==> config.mk <==
export PLATFORM = sky130hd
export DESIGN_NAME = id_ex_stage
export DESIGN_NICKNAME = d
export VERILOG_FILES = /design/src/rtl/id_ex_stage_pkg.sv /design/src/rtl/id_ex_stage_hazard_detect.sv /design/src/rtl/id_ex_stage.sv
export SDC_FILE = /design/constraint.sdc
export NUM_CORES = 1
export LEC_CHECK = 0
export BUFFER_PORTS_ARGS = -buffer_cell sky130_fd_sc_hd__clkbuf_2
export CAP_MARGIN = 15
export CORE_UTILIZATION = 40
export DETAILED_ROUTE_END_ITERATION = 8
export GPL_TIMING_DRIVEN = 0
export PLACE_DENSITY = 0.67
export REMOVE_ABC_BUFFERS = 1
export SETUP_SLACK_MARGIN = 0.5
export SLEW_MARGIN = 10
export SYNTH_ARGS = -nofsm -noshare
export SYNTH_HDL_FRONTEND = slang
export SYNTH_SLANG_ARGS = --single-unit
==> constraint.sdc <==
create_clock -name clk_i -period 2.5 [get_ports clk_i]
set_clock_uncertainty 0.05 [all_clocks]
set_input_delay 0.25 -clock clk_i [delete_from_list [all_inputs] [get_ports clk_i]]
set_output_delay 0.25 -clock clk_i [all_outputs]
set_load 0.02 [all_outputs]
==> src/rtl/id_ex_stage_pkg.sv <==
// Shared widths, control bundle and bubble helper for the ID/EX pipeline stage.
package id_ex_stage_pkg;

    localparam int unsigned DATA_W     = 32;
    localparam int unsigned REG_ADDR_W = 5;
    localparam int unsigned ALUOP_W    = 2;

    typedef struct packed {
        logic               reg_write;
        logic               mem_to_reg;
        logic               mem_read;
        logic               mem_write;
        logic               alu_src;
        logic               reg_dst;
        logic [ALUOP_W-1:0] alu_op;
    } ctrl_t;

    typedef struct packed {
        logic [DATA_W-1:0]     rs_data;
        logic [DATA_W-1:0]     rt_data;
        logic [DATA_W-1:0]     imm;
        logic [REG_ADDR_W-1:0] rs_addr;
        logic [REG_ADDR_W-1:0] rt_addr;
        logic [REG_ADDR_W-1:0] rd_addr;
    } opnd_t;

    localparam ctrl_t CTRL_ZERO = '0;

    // Squash the side-effecting controls; ALU steering fields pass through as don't-care.
    function automatic ctrl_t bubble_ctrl(input ctrl_t c);
        ctrl_t b;
        b            = c;
        b.reg_write  = CTRL_ZERO.reg_write;
        b.mem_to_reg = CTRL_ZERO.mem_to_reg;
        b.mem_read   = CTRL_ZERO.mem_read;
        b.mem_write  = CTRL_ZERO.mem_write;
        return b;
    endfunction

endpackage

==> src/rtl/id_ex_stage_hazard_detect.sv <==
// Load-use comparator: EX holds a load whose destination is read by the ID instruction.
module hazard_detect
    import id_ex_stage_pkg::*;
(
    input  logic                  i_stall,
    input  logic                  i_ex_valid,
    input  logic                  i_ex_mem_read,
    input  logic [REG_ADDR_W-1:0] i_ex_rt_addr,
    input  logic [REG_ADDR_W-1:0] i_id_rs_addr,
    input  logic [REG_ADDR_W-1:0] i_id_rt_addr,
    output logic                  o_hazard_c
);

    logic w_addr_match;
    logic w_nonzero;

    assign w_nonzero    = (i_ex_rt_addr != REG_ADDR_W'(0));
    assign w_addr_match = (i_ex_rt_addr == i_id_rs_addr) | (i_ex_rt_addr == i_id_rt_addr);
    assign o_hazard_c   = !i_stall & i_ex_valid & i_ex_mem_read & w_nonzero & w_addr_match;

endmodule

==> src/rtl/id_ex_stage.sv <==
// ID/EX pipeline register with bubble insertion (flush / load-use) and saturating bubble counter.
module id_ex_stage
    import id_ex_stage_pkg::*;
#(
    parameter int unsigned BCNT_W = 16
) (
    input  logic                  clk_i,
    input  logic                  rst_i,
    input  logic                  stall_i,
    input  logic                  flush_i,
    input  logic [DATA_W-1:0]     rsData_i,
    input  logic [DATA_W-1:0]     rtData_i,
    input  logic [DATA_W-1:0]     imm_i,
    input  logic [REG_ADDR_W-1:0] rsAddr_i,
    input  logic [REG_ADDR_W-1:0] rtAddr_i,
    input  logic [REG_ADDR_W-1:0] rdAddr_i,
    input  logic                  regWrite_i,
    input  logic                  memToReg_i,
    input  logic                  memRead_i,
    input  logic                  memWrite_i,
    input  logic                  aluSrc_i,
    input  logic                  regDst_i,
    input  logic [ALUOP_W-1:0]    aluOp_i,
    output logic [DATA_W-1:0]     rsData_o,
    output logic [DATA_W-1:0]     rtData_o,
    output logic [DATA_W-1:0]     imm_o,
    output logic [REG_ADDR_W-1:0] rsAddr_o,
    output logic [REG_ADDR_W-1:0] rtAddr_o,
    output logic [REG_ADDR_W-1:0] rdAddr_o,
    output logic                  regWrite_o,
    output logic                  memToReg_o,
    output logic                  memRead_o,
    output logic                  memWrite_o,
    output logic                  aluSrc_o,
    output logic                  regDst_o,
    output logic [ALUOP_W-1:0]    aluOp_o,
    output logic                  valid_o,
    output logic                  hazard_o,
    output logic [BCNT_W-1:0]     bubbleCount_o
);

    ctrl_t             r_ctrl;
    opnd_t             r_opnd;
    logic              r_valid;
    logic [BCNT_W-1:0] r_bcnt;

    ctrl_t w_ctrl_in;
    opnd_t w_opnd_in;
    logic  w_hazard;
    logic  w_bubble;

    assign w_ctrl_in = '{reg_write:  regWrite_i,
                         mem_to_reg: memToReg_i,
                         mem_read:   memRead_i,
                         mem_write:  memWrite_i,
                         alu_src:    aluSrc_i,
                         reg_dst:    regDst_i,
                         alu_op:     aluOp_i};

    assign w_opnd_in = '{rs_data: rsData_i,
                         rt_data: rtData_i,
                         imm:     imm_i,
                         rs_addr: rsAddr_i,
                         rt_addr: rtAddr_i,
                         rd_addr: rdAddr_i};

    hazard_detect u_hazard_detect (
        .i_stall       (stall_i),
        .i_ex_valid    (r_valid),
        .i_ex_mem_read (r_ctrl.mem_read),
        .i_ex_rt_addr  (r_opnd.rt_addr),
        .i_id_rs_addr  (rsAddr_i),
        .i_id_rt_addr  (rtAddr_i),
        .o_hazard_c    (w_hazard)
    );

    // w_hazard is already gated by stall, but the stall branch below takes priority anyway.
    assign w_bubble = flush_i | w_hazard;

    // Pipeline register and bubble counter: reset > stall > bubble > load.
    always_ff @(posedge clk_i) begin
        if (rst_i) begin
            r_ctrl  <= CTRL_ZERO;
            r_opnd  <= '0;
            r_valid <= 1'b0;
            r_bcnt  <= '0;
        end else if (!stall_i) begin
            r_opnd <= w_opnd_in;
            if (w_bubble) begin
                r_ctrl  <= bubble_ctrl(w_ctrl_in);
                r_valid <= 1'b0;
                if (r_bcnt != {BCNT_W{1'b1}}) begin
                    r_bcnt <= r_bcnt + BCNT_W'(1);
                end
            end else begin
                r_ctrl  <= w_ctrl_in;
                r_valid <= 1'b1;
            end
        end
    end

    assign rsData_o      = r_opnd.rs_data;
    assign rtData_o      = r_opnd.rt_data;
    assign imm_o         = r_opnd.imm;
    assign rsAddr_o      = r_opnd.rs_addr;
    assign rtAddr_o      = r_opnd.rt_addr;
    assign rdAddr_o      = r_opnd.rd_addr;
    assign regWrite_o    = r_ctrl.reg_write;
    assign memToReg_o    = r_ctrl.mem_to_reg;
    assign memRead_o     = r_ctrl.mem_read;
    assign memWrite_o    = r_ctrl.mem_write;
    assign aluSrc_o      = r_ctrl.alu_src;
    assign regDst_o      = r_ctrl.reg_dst;
    assign aluOp_o       = r_ctrl.alu_op;
    assign valid_o       = r_valid;
    assign hazard_o      = w_hazard;
    assign bubbleCount_o = r_bcnt;

endmodule

# == Word-level counts from Yosys, hierarchy flattened ==
# Index checks and enable logic that the tools add are counted.
# totals
reg_bits,136
input_bits,123
output_inout_bits,137
word_cells,31
# op_classes
reduce_logical,3
n_mux,2
n_eq_ne,3
bitwise_logic,7
add_sub_neg,1
# op_table
op,n
adder 16 x 1 -> 16 bit (second input constant),1
!= test 16 bit (second input constant),1
== test 5 bit,2
two-way mux 8 bit,1
nonzero test 5 bit,1
AND 1 bit,4
AND reduction 3 bit,1
bitwise OR 1 bit,2
zero test 1 bit,1
two-way mux 1 bit,1
inverter 1 bit,1

# == Logic depth before layout (Yosys ltp) ==
# Gate-level depths: netlist of the first run.
# depth
word_depth,7
mapped_depth,8
mapped_depth_nobuf,6

# == Modules after synthesis ==
# A second synthesis of the first run with hierarchy kept.
# hier_totals
hier_cells,507
area_unflattened_um2,5206.2
# modules_own_cells
mod,area_per_inst_um2,seq_area_each_um2,n_inst,cells_each
id_ex_stage,5073.6,2722.6,1,488
hazard_detect,132.6,0.0,1,19

# == Least setup slack after synthesis of the first run ==
# OpenSTA, ideal clock, no wires.
# synth_timing
path_kind,register -> register
startpoint,"reg r_bcnt[0], in the netlist bubbleCount_o[0]"
endpoint,"reg r_bcnt[10], in the netlist bubbleCount_o[10]"
stages_incl_launch_ff,8
slack_ns,0.491
t_arrival_ns,1.839
path_cell_list,dfxtp_1 > ha_1 > and3_1 > nand4_2 > o22ai_2 > buf_2 > nor4b_1 > mux2_2
# synth_between
elab_chain_cells,2
word_cells_on_any_way,3
cone_classes,add/sub: 1; eq/ne: 1; reduce/logical: 1
# synth_rtl
element,line,text
from (decl),id_ex_stage.sv:45,logic [BCNT_W-1:0] r_bcnt;
from (signal assigned),id_ex_stage.sv:93,r_bcnt <= r_bcnt + BCNT_W'(1);
branches (longest 2 deep; another with adder 16 x 1 -> 16 bit),n/a,
# Parallel ways; which one is timed is not known.
# A chain may end at the register's enable or synchronous reset.

# == Final worst setup path of the first run ==
# layout_timing
startpoint,"reg r_opnd, in the netlist rtAddr_o[4]"
endpoint,out hazard_o
# layout_between
elab_chain_cells,3
word_cells_on_any_way,6
cone_classes,eq/ne: 2; bitwise: 3; reduce/logical: 1
# layout_rtl
element,line,text
from (decl),id_ex_stage.sv:43,opnd_t r_opnd;
from (signal assigned),id_ex_stage.sv:88,r_opnd <= w_opnd_in;
== test 5 bit or nonzero test 5 bit (tied branches),"id_ex_stage_hazard_detect.sv:18, id_ex_stage_hazard_detect.sv:17",
bitwise OR 1 bit or AND 1 bit (tied branches),"id_ex_stage_hazard_detect.sv:18, id_ex_stage_hazard_detect.sv:19",
AND 1 bit *,id_ex_stage_hazard_detect.sv:19,assign o_hazard_c = !i_stall & i_ex_valid & i_ex_mem_read & w_nonzero & w_addr_match;
to (decl),id_ex_stage.sv:38,"output logic hazard_o,"
# Mark *: on every way between the ends. The rest lies on a longest branch, timed or not.

==> metrics.txt, run 1 <==
status complete, no violations; crit path cell chain xor2_2 -> nor3_4 -> a22oi_2 -> nor2_1 -> buf_4; Net count, final 899; Syn Inst Count 512; port bufs 259; R2R depth 6; Max-cap violations 0; Yosys reg bits approximately 140; Yosys warnings 0; Multi-input gate area around 2500 um^2; Synth async-reset ratio 0%; Final Hold Violating Endpoints 0; n_diodes 0; area occupied by registers between 2000 and 3000 um^2; pwr/cell area around 760 nW/um^2; Placed Cells roughly 910; Min Hold Slack roughly 0.023 ns; hold path start memRead_i; Final Non-Filler Cells 960; flop-to-flop setup slack 0.60 ns; Routed Antenna Nets 0; num rows around 40; Max Slew Vio Count 0; worst reg2reg startpoint bubbleCount_o[0]$_SDFFE_PP0P_; Post-synth EDFFs 0; total gr overflow 0; Gate power share ~13%; Initial Utilization about two fifths; number of buffers created by CTS 17; Required @ worst endpoint 2.20 ns; die area around 14000 um^2; crit path max fanout 5; Synth cell types 45; Sw Ratio approximately a quarter; Critical Path Sink Type output pin; final setup fails 0; share of cells above drive strength 1 43.3%; gpl congestion ~0.76; via count 4621; CTS max path bufs 2; Highest Clock Rate a little over 0.5 GHz; Wirelength per Cell about 14 um; synthesized area per cell between 10 and 15 um^2; Clock Power Share 47.0%; min Tclk post-route between 1.5 and 2 ns; vias per cell around 4.8; DP Area ~6700 um^2; DR pass1 iterations 4; all-layer global routing usage 19.5%; synthesized area 5250 um^2; Detailed Route WL approximately 14000 um; Pint between 0.004 and 0.005 W; Hold Crit Class input pin to flop; global-route wire length before repair 20500 um; worst-case vdd ir drop roughly 0.38 mV; Most used DFF post-synth dfxtp_1; top cell type's share of synthesized area 51.8%; worst reg2reg endpoint bubbleCount_o[10]$_SDFFE_PP0P_; critical-path cell with the highest stage delay dfxtp_4; Net Sw Power 0.00144 W; crit path DAT roughly 1.6 ns; Rel. slew slack around 38%; top cells by area in the synthesized netlist dfxtp_1, mux2i_1, nor2_1; post-DP HPWL roughly 9400 um; Skew-Pair Late Insertion Delay ~0.4 ns; CTS root buf clkbuf_16; Flop pwr share between 40% and 50%; RSZ-0062 raised after global routing yes; Yosys top cell by area dfxtp_1; Pleak roughly 3.8 nW; core area 12700 um^2; Seq/Total Area, Yosys about half; Core Util, Final between 50 and 60%; chip height between 100 and 150 um; H-tree depth reported by CTS 4; Hold Path Stages 2; WS Path Type flop to output pin; Fill cells between 1k and 1.5k; DRC viols 0; final period utilization 77.2%; Hold Path Sink memRead_o$_SDFFE_PP0N_; CP startpoint kind flop; Initial DRC Count 251; Clock Sinks 136; IO Pins 260; Die Span X between 100 and 150 um; largest net degree at the start of global routing 140; Largest stage delay, worst path approximately 0.36 ns; antenna violations before repair 0; design area 7610 um^2; number of global-route vias before repair approximately 4.3k; CTS tree yes; Area Growth Syn to Fin 44.9%; clock slew at the register clock pins of the worst setup and hold paths around 0.06 ns; Slew @ Worst Pin 0.932 ns
worst max path at each step:
stage | slack [ns] | cells after the start | from | to
2_1_floorplan | 0.34 | 6 | bubbleCount_o[0]$_SDFFE_PP0P_ | bubbleCount_o[5]$_SDFFE_PP0P_
3_3_place_gp | -2.27 | 5 | stall_i | bubbleCount_o[5]$_SDFFE_PP0P_
3_5_place_dp | 0.11 | 6 | bubbleCount_o[0]$_SDFFE_PP0P_ | bubbleCount_o[5]$_SDFFE_PP0P_
4_1_cts | 0.48 | 7 | rtAddr_o[3]$_SDFFE_PP0N_ | bubbleCount_o[3]$_SDFFE_PP0P_
5_1_grt | 0.48 | 5 | rtAddr_o[4]$_SDFFE_PP0N_ | hazard_o
6_report | 0.57 | 5 | rtAddr_o[4]$_SDFFE_PP0N_ | hazard_o
cell families after synthesis:
| logic type | count (synthesis) | share of synthesized area [%] |
|---|---|---|
| AOI/OAI and AO/OA | 37 | 5.31 |
| xor gates and xnor gates | 10 | 1.67 |
| adders and majority gates | 1 | 0.238 |
| buffers and inverters | 37 | 3.22 |
| DFF | 136 | 51.8 |
| muxes | 119 | 22.9 |
| and+or+nand+nor | 172 | 14.8 |
cells in the mapped netlist (3+ instances only):
cell type,count
dfxtp_1,136
nor2_1,128
mux2i_1,115
clkbuf_1,13
a21oi_1,11
xor2_1,10
buf_2,9
buf_1,7
nand2_1,6
o31ai_1,6
or4_1,6
inv_1,5
nor2b_1,5
a22o_1,4
nand3_1,4
o21ai_1,3
or3_1,3
cell type report:
type,count,share of cell area [%]
Tap cell,172,2.83
Inverter,5,0.247
Clock buffer,17,5.59
Sequential cell,136,35.9
Multi-Input combinational cell,342,33.4
Timing Repair Buffer,273,19.0
Clock inverter,15,2.94
power by group through the flow:
stage / Clock, W / Sequential (W) / Combinational (W)
2_1_floorplan: 0 / 0.00253 / 0.000204
6_report: 0.00273 / 0.00235 / 0.000727
3_5_place_dp: 0 / 0.00240 / 0.000677
5_1_grt: 0.00287 / 0.00236 / 0.000789
3_3_place_gp: 0 / 0.00239 / 0.000694
4_1_cts: 0.00278 / 0.00235 / 0.000720
registers in the layout, indices dropped and copies added (netlist names):
signal,count
memWrite_o,1
valid_o,1
memToReg_o,1
rtData_o,32
bubbleCount_o,16
imm_o,32
rtAddr_o,5
rdAddr_o,5
aluSrc_o,1
rsAddr_o,5
regDst_o,1
aluOp_o,2
regWrite_o,1
rsData_o,32
memRead_o,1
layer usage:
metal  routed length (um)  vias to the layer above  global-route usage (%)
met4                  449                        0                    10.5
met3                  899                       39                    5.55
met5                    0                        -                       0
li1                     -                     2292                       -
met1                 5540                     2128                    21.1
met2                 6990                      162                    34.5
metrics by stage:
step / worst slack (ns) / total power (W) / setup TNS [ns]
detailed placement: 0.114 / 0.00307 / 0
finish: 0.570 / 0.00580 / 0
global route: 0.484 / 0.00602 / 0
CTS: 0.476 / 0.00585 / 0
global placement: -2.27 / 0.00308 / -169.41
floorplan: 0.342 / 0.00273 / 0
worst max-delay path: cells and delay by family (launching register included):
| kind | cells | cell delay, ns |
|---|---|---|
| AO/OA/AOI/OAI | 1 | 0.14 |
| XOR/XNOR | 1 | 0.16 |
| buffers and inverters | 1 | 0.16 |
| flip-flops | 1 | 0.36 |
| AND/OR/NAND/NOR | 2 | 0.40 |
timing repair:
| action | 4_1_cts | 5_1_grt |
|---|---|---|
| hold buffers | 1 | 1 |
| setup endpoints to repair | 17 | 17 |
| cloned | 3 | 0 |
| endpoints found under the hold margin | 1 | 1 |
| buffers inserted | 8 | 3 |
| gates resized for setup | 15 | 21 |
| pin swaps | 5 | 10 |
cells in the final DEF, fill, tap and decap left out, types with 6 or more instances in the layout:
cell type | Yosys | routed
a21oi_1 | 11 | 9
o31ai_1 | 6 | 6
dfxtp_2 | 0 | 6
nor2_1 | 128 | 126
xor2_1 | 10 | 7
mux2i_1 | 115 | 115
clkbuf_2 | 0 | 256
nand2_1 | 6 | 6
clkbuf_16 | 0 | 17
dfxtp_1 | 136 | 129
buf_4 | 1 | 11
Note: power is estimated with default switching activity, not from simulation.
==> run 2, diff against run 1 <==
ABC_AREA = 1   (was not set)
clock period = 1.9 ns   (was 2.5 ns; I/O delays follow)
==> run 2 against run 1 <==
Area after synthesis up 2.2%; sequential cell count unchanged; critical path type unchanged; combinational power up 69%; count of clock-buffer cells in the layout up 6; largest cell class unchanged; clock power up 19%; non-clock buffer count up 107; synthesized cell count up 48%; first-iteration DRC count up 89%; hold slack worse by 0.0070 ns.
==> metrics.txt, run 2 <==
M3 GR Usage about 7.5%; clock slew at the register clock pins of the worst setup and hold paths approximately 0.060 ns; top cell type's share of synthesized area approximately 50%; largest net degree at the start of global routing 79; CTS root buf clkbuf_16; design area a little under 9000 um^2; DRC viols 0; Skew-Pair Late Insertion Delay ~0.4 ns; pre-CTS setup slack -0.557 ns; Min Hold Slack about 0.016 ns; Placed Cells 1144; number of buffers created by CTS 17; Critical Path Sink Type output pin; RSZ-0062 raised after global routing yes; Die Span X 118 um; DR pass1 iterations 5; Final Hold Violating Endpoints 0; Yosys top cell by area dfxtp_1; Post-synth top cells nor2_1, dfxtp_1, o21ai_0; Clock Sinks 136; Hold Crit Class input pin to flop; share of cells above drive strength 1 between 30% and 40%; Final Non-Filler Cells ~1.3k; min Tclk post-route 1.71 ns; via count 6172; Routed Antenna Nets 0; Required @ worst endpoint roughly 1.7 ns; worst-case vdd ir drop 0.638 mV; crit path max fanout 4; WS Path Type flop to output pin; Slew @ Worst Pin about 0.57 ns; Area Growth Syn to Fin 64.9%; Pint about 0.0056 W; Detailed Route WL roughly 17000 um; Sw Ratio 26.3%; Gate power share 16.1%; n_diodes 0; Initial Utilization roughly two fifths; vias per cell around 4.8; core area around 13000 um^2; Yosys warnings 0; Initial DRC Count roughly 480; CTS tree yes; Net Sw Power ~0.0020 W; CTS max path bufs 2; DP Area 6770 um^2; Max-cap violations 0; Most used DFF post-synth dfxtp_1; Wirelength per Cell between 10 and 15 um; Yosys reg bits approximately 140; post-DP HPWL 9730 um; Syn Inst Count between 700 and 800; Flop pwr share ~40%; most common cell after layout, fill and taps aside clkbuf_2; synthesized area per cell roughly 7.1 um^2; commonest cells after routing, fill and taps aside clkbuf_2, nor2_1, dfxtp_1, o21ai_0, dlygate4sd3_1; crit path DAT between 1 and 1.5 ns; final setup margin between 0.15 and 0.2 ns; final period utilization between 80% and 90%; Clock Power Share 42.7%; count leader, synth nor2_1; pwr/cell area approximately 860 nW/um^2; chip height roughly 120 um; die area 13900 um^2; CP startpoint kind flop; Net count, final between 1k and 1.5k; M2 GR Usage between 40 and 50%; total gr overflow 0; top cells by area in the synthesized netlist dfxtp_1, nor2_1, o21ai_0; synthesized area between 5000 and 6000 um^2; all-layer global routing usage ~25%; number of global-route vias before repair just over 6k; status complete, no violations; busiest grt layer met2; antenna violations before repair 0; Synth cell types 21; Pleak ~4.4 nW; port bufs approximately 260; H-tree depth reported by CTS 4; Post-synth EDFFs 0; Max Slew Vio Count 0; Seq/Total Area, Yosys ~51%; Synth async-reset ratio 0%; gpl congestion 0.807; final setup fails 0; IO Pins 260; num rows 41; Rel. slew slack approximately 62%; Highest Clock Rate slightly below 0.6 GHz; Global Route met1 Usage between 20 and 30%; global-route wire length before repair about 28000 um
[run 2: changes by cell type after synthesis, moves of 10 or more]
cell	before	now
inv_1	5	61
nand3_1	4	23
mux2i_1	115	0
clkbuf_1	13	34
nor2_1	128	247
nand2_1	6	83
nand4_1	2	17
xor2_1	10	0
o21ai_0	2	116
[run 2: power groups by stage]
stage / Clock (W) / Sequential, W / Combinational (W)
6_report: 0.00325 / 0.00314 / 0.00123
5_1_grt: 0.00343 / 0.00316 / 0.00134
4_1_cts: 0.00330 / 0.00313 / 0.00119
3_5_place_dp: 0 / 0.00319 / 0.000964
3_3_place_gp: 0 / 0.00318 / 0.000978
2_1_floorplan: 0 / 0.00340 / 0.000329
[run 2: stage by stage]
step | utilization (%) | power (W) | setup TNS (ns)
floorplan | - | 0.00373 | -105.66
global placement | 51.8 | 0.00416 | -534.28
detailed placement | 52.6 | 0.00415 | -18.01
CTS | 67.8 | 0.00762 | 0
global route | 68.8 | 0.00792 | 0
finish | 68.8 | 0.00761 | 0
[run 2: logic make-up (layout without fill, tap and decap cells)]
family	Yosys count	after routing	synth area share [%]
compound gates	131	131	12.2
fa+ha+maj	1	1	0.233
flops	136	136	50.7
simple gates	376	380	28.1
xor+xnor	3	3	0.489
buf+inv	110	473	8.25
[run 2: layer usage]
metal  up-vias  wire length [um]
met5         -                 0
met4         0               512
met3        40              1110
met2       233              8600
met1      2798              7090
li1       3101                 -
[run 2: layout make-up]
class                           instances  area (um^2)
Clock inverter                          7         93.8
Tap cell                              172          215
Timing Repair Buffer                  380         2600
Multi-Input combinational cell        515         2450
Clock buffer                           23          488
Inverter                               63          260
Sequential cell                       136         2750
Fill cell                            1033         4020
[run 2: worst paths after layout]
check,from,endpoint,slack (ns),depth (start not counted)
max,rtAddr_o[1]$_SDFFE_PP0N_,hazard_o,0.19,9
min,imm_i[16],imm_o[16]$_SDFFE_PP0N_,0.02,3
max reg2reg,rtAddr_o[1]$_SDFFE_PP0N_,bubbleCount_o[0]$_SDFFE_PP0P_,0.22,14
min reg2reg,rsData_o[10]$_SDFFE_PP0N_,rsData_o[10]$_SDFFE_PP0N_,0.43,2
[run 2: repair_timing]
item | CTS | global route
cloned | 5 | 0
setup buffers | 6 | 1
pin swaps | 22 | 21
endpoints found under the setup margin | 97 | 22
hold buffers | 110 | 0
endpoints found under the hold margin | 110 | 0
gates resized for setup | 40 | 36
[run 2: worst max-delay path, cell delays in order (launching register included)]
cell and delay, ns:
dfxtp_4 0.37, inv_4 0.04, nand2_2 0.05, nand2_2 0.06, nor2_4 0.12, nand3_2 0.09, nand2_2 0.09, nand2_4 0.06
inv_2 0.05, clkbuf_8 0.13
==> run 3, diff against run 2 <==
RECOVER_POWER = 100   (was not set)
SETUP_SLACK_MARGIN = 0.02   (was 0.5)
==> run 3 against run 2 <==
Clock power about the same; power is 1.5% lower; worst setup slack got worse by 0.054 ns; hold slack gained 0.0042 ns; via count decreased by 4.0%; global-route usage shrank 1.6 points; core utilization decreased by 3.8 points; non-clock buffer count is 7 lower; count of clock-buffer cells in the layout unchanged; design area decreased by 5.6%; critical endpoint unchanged; largest power group unchanged; highest routed layer unchanged.
==> metrics.txt, run 3 (same netlist as run 2, synthesis figures left out) <==
Skew-Pair Late Insertion Delay between 0.4 and 0.5 ns; CP startpoint kind input pin; DRC viols 0; share of cells above drive strength 1 between 15 and 20%; clock slew at the register clock pins of the worst setup and hold paths ~0.06 ns; Hold Crit Class input pin to flop; antenna violations before repair 0; Slew @ Worst Pin between 0.8 and 0.9 ns; Area Growth Syn to Fin 55.8%; setup TNS 0 ns; number of global-route vias before repair between 5k and 6k; IO Pins 260; largest net degree at the start of global routing slightly below 80; port bufs about 260; Core Util, Final around 65%; CTS root buf clkbuf_16; Pleak around 3.8 nW; CTS max path bufs 2; DR pass1 iterations 4; CTS tree yes; Highest Clock Rate roughly 0.57 GHz; H-tree depth reported by CTS 4; Wirelength per Cell between 10 and 15 um; WS Path Type input pin to output pin; number of buffers created by CTS 17; min Tclk post-route around 1.8 ns; via count roughly 5.9k; area occupied by registers around 2700 um^2; Max-cap violations 0; Initial DRC Count 421; DP Area 6770 um^2; Critical Path Sink Type output pin; Detailed Route WL approximately 16000 um; Required @ worst endpoint 1.66 ns; total gr overflow 0; Fill cells around 1.2k; post-DP HPWL 9730 um; Rel. slew slack 42.6%; Initial Utilization around two fifths; crit path max fanout 2; commonest cells after routing, fill and taps aside nor2_1, clkbuf_1, dfxtp_1, clkbuf_2, o21ai_0; worst-case vdd ir drop about 0.61 mV; chip height 118 um; RSZ-0062 raised after global routing no; Max Slew Vio Count 0; num rows 41; pwr/cell area ~900 nW/um^2; Final Hold Violating Endpoints 0; Clock Sinks roughly 140; final period utilization between 90% and 100%; crit path DAT about 1.5 ns; gpl congestion between 0.8 and 0.9; core area 12900 um^2; Multi-input gate area roughly 2300 um^2; die area 13900 um^2; n_diodes 0; final setup fails 0; most common cell after layout, fill and taps aside nor2_1; Routed Antenna Nets 0; global-route wire length before repair ~27000 um; Min Hold Slack slightly above 0.02 ns; all-layer global routing usage 23.5%; Net count, final around 1.2k; design area 8360 um^2; Die Span X 118 um; vias per cell between 4 and 5; status complete, no violations
run 3: final timing paths:
kind                                                     from                             end  slack [ns]  cells past startpoint
worst min register to register        memToReg_o$_SDFFE_PP0N_         memToReg_o$_SDFFE_PP0N_        0.42                      2
worst max register to register  bubbleCount_o[1]$_SDFFE_PP0P_  bubbleCount_o[11]$_SDFFE_PP0P_        0.20                     10
worst max-delay path                              rsAddr_i[3]                        hazard_o        0.14                     11
worst min-delay path                                imm_i[16]          imm_o[16]$_SDFFE_PP0N_        0.02                      3
run 3: critical path: stages:
cell and delay (ns):
dlygate4sd3_1 0.54, clkbuf_2 0.12, inv_1 0.05, nand2_1 0.05, nand2_1 0.05, nor2_2 0.12, nand3_2 0.07, nand2_2 0.08
nand2_4 0.08, inv_2 0.06, buf_6 0.10
run 3: cell type report:
type,count,area share [%]
Clock buffer,23,5.83
Clock inverter,7,1.12
Inverter,63,2.98
Multi-Input combinational cell,511,27.0
Sequential cell,136,32.7
Tap cell,172,2.57
Timing Repair Buffer,373,27.9
run 3: metal layers:
layer  vias up  part of all wire, %  global-route usage (%)
met5         -                    0                       0
met4         0                  3.2                    11.1
met3        39                  6.5                    7.46
met2       209                   49                    40.4
met1      2612                   42                    26.1
li1       3068                    -                       -
run 3: per-stage QoR:
step                      worst slack (ns)  power [W]  cells
after CTS                           0.0575    0.00759   1284
final                                0.136    0.00750   1285
after detailed placement            -0.557    0.00415   1144
after global placement               -4.83    0.00416   1141
after floorplan                      -1.48    0.00373    710
after global routing                0.0171    0.00782   1285
run 3: where the power goes:
part	switching (W)	leakage [nW]	internal, W
registers	0.0000992	1.13	0.00303
logic	0.000669	2.41	0.000456
clock network	0.00118	0.281	0.00205
total	0.00195	3.82	0.00554
run 3: timing repair:
item / CTS / global route
hold buffers: 110 / 0
endpoints found under the hold margin: 110 / 0
buffers inserted: 0 / 1
pin swaps: 0 / 6
gates resized for setup: 4 / 22
endpoints found under the setup margin: 21 / 21
